### src/rtl/button_debounce.sv
// Per-channel button debouncer: two-flop synchronizer followed by a four-state
// qualification FSM that accepts a level only after DEB_CYCLES stable samples.
module button_debounce #(
  parameter int N_BTN      = 4,
  parameter int DEB_CYCLES = 16
) (
  input  logic             clk,
  input  logic             rst,
  input  logic [N_BTN-1:0] btn_in,
  output logic [N_BTN-1:0] btn_out,
  output logic [N_BTN-1:0] busy
);

  localparam int CW = (DEB_CYCLES > 1) ? $clog2(DEB_CYCLES) : 1;
  localparam logic [CW-1:0] CNT_LAST = CW'(DEB_CYCLES - 1);
  localparam logic [CW-1:0] CNT_ZERO = {CW{1'b0}};
  localparam logic [CW-1:0] CNT_ONE  = CW'(1);

  // Bit 1 is the debounced level, bit 0 the qualification flag, so both
  // outputs come straight off the state flops.
  typedef enum logic [1:0] {
    S_LOW  = 2'b00,
    S_RISE = 2'b01,
    S_HIGH = 2'b10,
    S_FALL = 2'b11
  } state_t;

  logic [N_BTN-1:0] s1_r;
  logic [N_BTN-1:0] s2_r;

  // Two-flop synchronizer for the asynchronous button levels.
  always_ff @(posedge clk) begin
    if (rst) begin
      s1_r <= {N_BTN{1'b0}};
      s2_r <= {N_BTN{1'b0}};
    end else begin
      s1_r <= btn_in;
      s2_r <= s1_r;
    end
  end

  for (genvar g = 0; g < N_BTN; g++) begin : g_ch
    state_t          state_r;
    state_t          state_s;
    logic [CW-1:0]   cnt_r;
    logic [CW-1:0]   cnt_s;

    // State and counter register for this channel.
    always_ff @(posedge clk) begin
      if (rst) begin
        state_r <= S_LOW;
        cnt_r   <= CNT_ZERO;
      end else begin
        state_r <= state_s;
        cnt_r   <= cnt_s;
      end
    end

    // Next-state logic: a reversal of s2 mid-qualification drops back to the
    // previous stable level; the counter saturates at CNT_LAST by leaving it.
    always_comb begin
      state_s = state_r;
      cnt_s   = cnt_r;
      case (state_r)
        S_LOW: begin
          if (s2_r[g]) begin
            state_s = S_RISE;
            cnt_s   = CNT_ZERO;
          end else begin
            state_s = S_LOW;
          end
        end
        S_RISE: begin
          if (!s2_r[g]) begin
            state_s = S_LOW;
            cnt_s   = CNT_ZERO;
          end else if (cnt_r == CNT_LAST) begin
            state_s = S_HIGH;
            cnt_s   = CNT_ZERO;
          end else begin
            cnt_s   = cnt_r + CNT_ONE;
          end
        end
        S_HIGH: begin
          if (!s2_r[g]) begin
            state_s = S_FALL;
            cnt_s   = CNT_ZERO;
          end else begin
            state_s = S_HIGH;
          end
        end
        S_FALL: begin
          if (s2_r[g]) begin
            state_s = S_HIGH;
            cnt_s   = CNT_ZERO;
          end else if (cnt_r == CNT_LAST) begin
            state_s = S_LOW;
            cnt_s   = CNT_ZERO;
          end else begin
            cnt_s   = cnt_r + CNT_ONE;
          end
        end
        default: begin
          state_s = S_LOW;
          cnt_s   = CNT_ZERO;
        end
      endcase
    end

    assign btn_out[g] = state_r[1];
    assign busy[g]    = state_r[0];
  end

endmodule

### config.mk
export PLATFORM = sky130hd
export DESIGN_NAME = button_debounce
export DESIGN_NICKNAME = d
export VERILOG_FILES = /design/src/rtl/button_debounce.sv
export SDC_FILE = /design/constraint.sdc
export NUM_CORES = 1
export LEC_CHECK = 0
export CAP_MARGIN = 25
export CORE_UTILIZATION = 62
export CTS_BUF_LIST = sky130_fd_sc_hd__clkbuf_4
export DETAILED_ROUTE_END_ITERATION = 8
export HOLD_SLACK_MARGIN = 0.15
export PLACE_DENSITY_LB_ADDON = 0.12
export SLEW_MARGIN = 20
export SYNTH_ARGS = -nofsm -noshare
export SYNTH_HDL_FRONTEND = slang
export SYNTH_SLANG_ARGS = --single-unit
### constraint.sdc
create_clock -name clk -period 4.34 [get_ports clk]
set_input_delay 0.651 -clock clk [delete_from_list [all_inputs] [get_ports clk]]
set_output_delay 0.651 -clock clk [all_outputs]
set_load 0.01 [all_outputs]
==> flow_summary.json <==
{
  "grt_first_pass_wirelength_mm": 4.119,
  "report.final.hold_viol_count": 0,
  "synth_nets": 153,
  "nFillCells": 146,
  "finalWirelength_mm": 2.387,
  "antenna_found_initial": 0,
  "detail-route-antenna-nets": 0,
  "n_antenna_cell": 0,
  "drive_above_1_share_pct": 6.832,
  "skew_ns": 0.005557,
  "multi_input_gate_area_in_the_final_layout_um2": 737.0,
  "cpPeakStageDelay_ns": 0.59,
  "grt-busiest-layer": "met2",
  "chip_height_um": 49.54,
  "final_net_count": 170,
  "cell_type_of_the_slowest_stage_on_the_worst_timing_path": "sky130_fd_sc_hd__clkdlybuf4s50_1",
  "global_route.usage.total_pct": 22.03,
  "final.min_clock_period_ns": 2.064,
  "timing.final.ws_setup_ns": 2.276,
  "setup.worst_path.class": "flop to output port",
  "arrival_ns": 1.41,
  "num_io_pins": 14,
  "timing.critical_path.fanout_max": 9,
  "synth_async_sr_flop_share_pct": 0,
  "rows": 16,
  "synth_top_cells_by_area": "sky130_fd_sc_hd__dfxtp_1 46%, sky130_fd_sc_hd__nand3_1 6.1%, sky130_fd_sc_hd__xor2_1 5.6%",
  "drt-vias-per-instance": 5.819,
  "buffer_ports.inserted": 13,
  "unique_cell_type_count_in_the_yosys_netlist": 31,
  "setup_repair_after_global_routing_missed_its_margin": "no",
  "first_pass_iteration_count_of_the_detailed_router": 4,
  "total_leakage_power_nw": 0.6184,
  "synth_largest_area_cell": "sky130_fd_sc_hd__dfxtp_1",
  "powerDensity_nw_per_um2": 335.8,
  "synth_seq_area_share_pct": 45.71,
  "vias": 1094,
  "global_route.usage.met2_pct": 36.04,
  "mostFrequentLayoutCells": "32 x sky130_fd_sc_hd__dfxtp_1, 17 x sky130_fd_sc_hd__nand3_1, 13 x sky130_fd_sc_hd__clkdlybuf4s50_1",
  "critPathLaunchType": "flop",
  "clk_path_buf_depth": 2,
  "synth_enable_flop_cells": 0,
  "syn2layout_area_growth_pct": 16.52,
  "number_of_gates_resized_after_cts": 0,
  "slew_headroom_pct": 69.64,
  "synthesis_stage_register_bit_count": 32,
  "root_buffer": "sky130_fd_sc_hd__clkbuf_4",
  "grt_max_degree": 25,
  "numClockSinks": 32,
  "gr_ovfl_total": 0,
  "ys.flop_type": "sky130_fd_sc_hd__dfxtp_1",
  "dieWidth_um": 49.54,
  "final.setup.tns_ns": 0,
  "worst_setup_hold_path_clk_slew_ns": 0.09,
  "yosysWarningCount": 0,
  "floorplan.core_area_um2": 2042,
  "post-cts-setup-buffer-count": 0,
  "drt_first_iter_violations": 24,
  "maxSlewViolCount": 0,
  "setup_viol": 0,
  "cts-hold-fix-buffers": 0,
  "finalCritPeriodShare_pct": 47.56,
  "finalPower_mw": 0.5482,
  "clock.fmax_mhz": 484.4,
  "vdd.ir_drop.worst_uv": 262.5,
  "mostFrequentLayoutCell": "sky130_fd_sc_hd__dfxtp_1",
  "vias_in_the_first_global_route": 992,
  "drv_cap": 0,
  "cell_area_synth_um2": 1401,
  "path_buf_inv": 1,
  "avgRoutedWirePerCell_um": 12.70,
  "critPathTopFamily": "buffers and inverters",
  "grt.met1_usage_pct": 26.46,
  "cp_cell_sequence": "clkdlybuf4s50_1",
  "postSynthCellCount": 143,
  "final-seq-area_um2": 640.6,
  "synth_top_area_share_pct": 45.71,
  "hpwl_mm": 1.626,
  "globalRouteMet3Util_pct": 7.407,
  "floorplan.die_area_um2": 2454,
  "cp.required_ns": 3.69,
  "cts_buffers": 5,
  "remaining_drc_errors": 0,
  "final_cell_count_no_fill": 188,
  "tritoncts": "done",
  "worst_min_path_class": "flop to flop",
  "h-tree-depth": 2,
  "routabilityCongestion": 0.8667,
  "clock_latency_on_the_worst_skew_pair_ns": 0.32,
  "dp_worst_setup_slack_ns": 2.055,
  "avgSynthCellArea_um2": 9.800,
  "worst_pin_slew_ns": 0.4538,
  "cp-end-kind": "output port",
  "finalCoreUtilization_pct": 79.96,
  "run_status": "finished, final reports clean",
  "place.detailed.instances": 180,
  "effective_utilization_at_floorplan_pct": 68.63
}
metrics by stage:
| stage | hold slack, ns | instance area, um^2 |
|---|---|---|
| floorplan | 0.4138 | 1401 |
| global placement | 0.4185 | 1553 |
| detailed placement | 0.4283 | 1553 |
| CTS | 0.4517 | 1633 |
| global route | 0.4670 | 1633 |
| finish | 0.4450 | 1633 |
cells by family (layout without fill, tap and decap cells):
group,count (synthesis),count (layout),synth area share (%)
compound gates,20,20,8.303
xor+xnor,13,13,8.125
simple gates,66,66,30.45
fa+ha+maj,4,4,3.572
flops,32,32,45.71
buf+inv,5,23,1.696
mux,3,3,2.143
final cells by class:
| cell class | count | area share [%] |
|---|---|---|
| clock buffers | 6 | 2.759 |
| flip-flops and latches | 32 | 39.23 |
| repair buffers | 14 | 8.429 |
| inverters | 1 | 0.2299 |
| multi-input cells | 106 | 45.13 |
| clock inverters | 2 | 2.146 |
| well taps | 27 | 2.069 |
power breakdown:
part           switching, mW  internal, mW  total (mW)
clock network         0.0963         0.127       0.223
registers            0.00440         0.298       0.303
logic                 0.0110        0.0115      0.0225
total                  0.112         0.437       0.548
routing by layer:
layer,part of all wire (%),up-vias
met2,48,33
met3,4.8,6
li1,-,560
met5,0,-
met1,46,495
met4,1.5,0
cells in the mapped netlist (2+ instances only):
cell type / instances
sky130_fd_sc_hd__xnor2_1: 4
sky130_fd_sc_hd__o21ai_0: 3
sky130_fd_sc_hd__nand3b_1: 10
sky130_fd_sc_hd__ha_1: 4
sky130_fd_sc_hd__xor2_1: 9
sky130_fd_sc_hd__a21oi_1: 12
sky130_fd_sc_hd__nand3_1: 17
sky130_fd_sc_hd__clkbuf_1: 2
sky130_fd_sc_hd__a211oi_1: 2
sky130_fd_sc_hd__dfxtp_1: 32
sky130_fd_sc_hd__nand2_1: 3
sky130_fd_sc_hd__or4b_1: 3
sky130_fd_sc_hd__nor2b_1: 10
sky130_fd_sc_hd__nand4_1: 4
sky130_fd_sc_hd__nor2_1: 5
sky130_fd_sc_hd__mux2i_1: 3
sky130_fd_sc_hd__nand4b_1: 6
path summary, 6_finish.rpt:
check                endpoint  slack, ns                from  depth (start not counted)
min                   s2_r[2]       0.44             s1_r[2]                          1
max                   busy[2]       2.28  g_ch[2].state_r[0]                          1
max reg2reg  g_ch[2].cnt_r[0]       2.86    g_ch[2].cnt_r[0]                          4
min reg2reg           s2_r[2]       0.44             s1_r[2]                          1
Note: power is estimated with default switching activity, not from simulation.
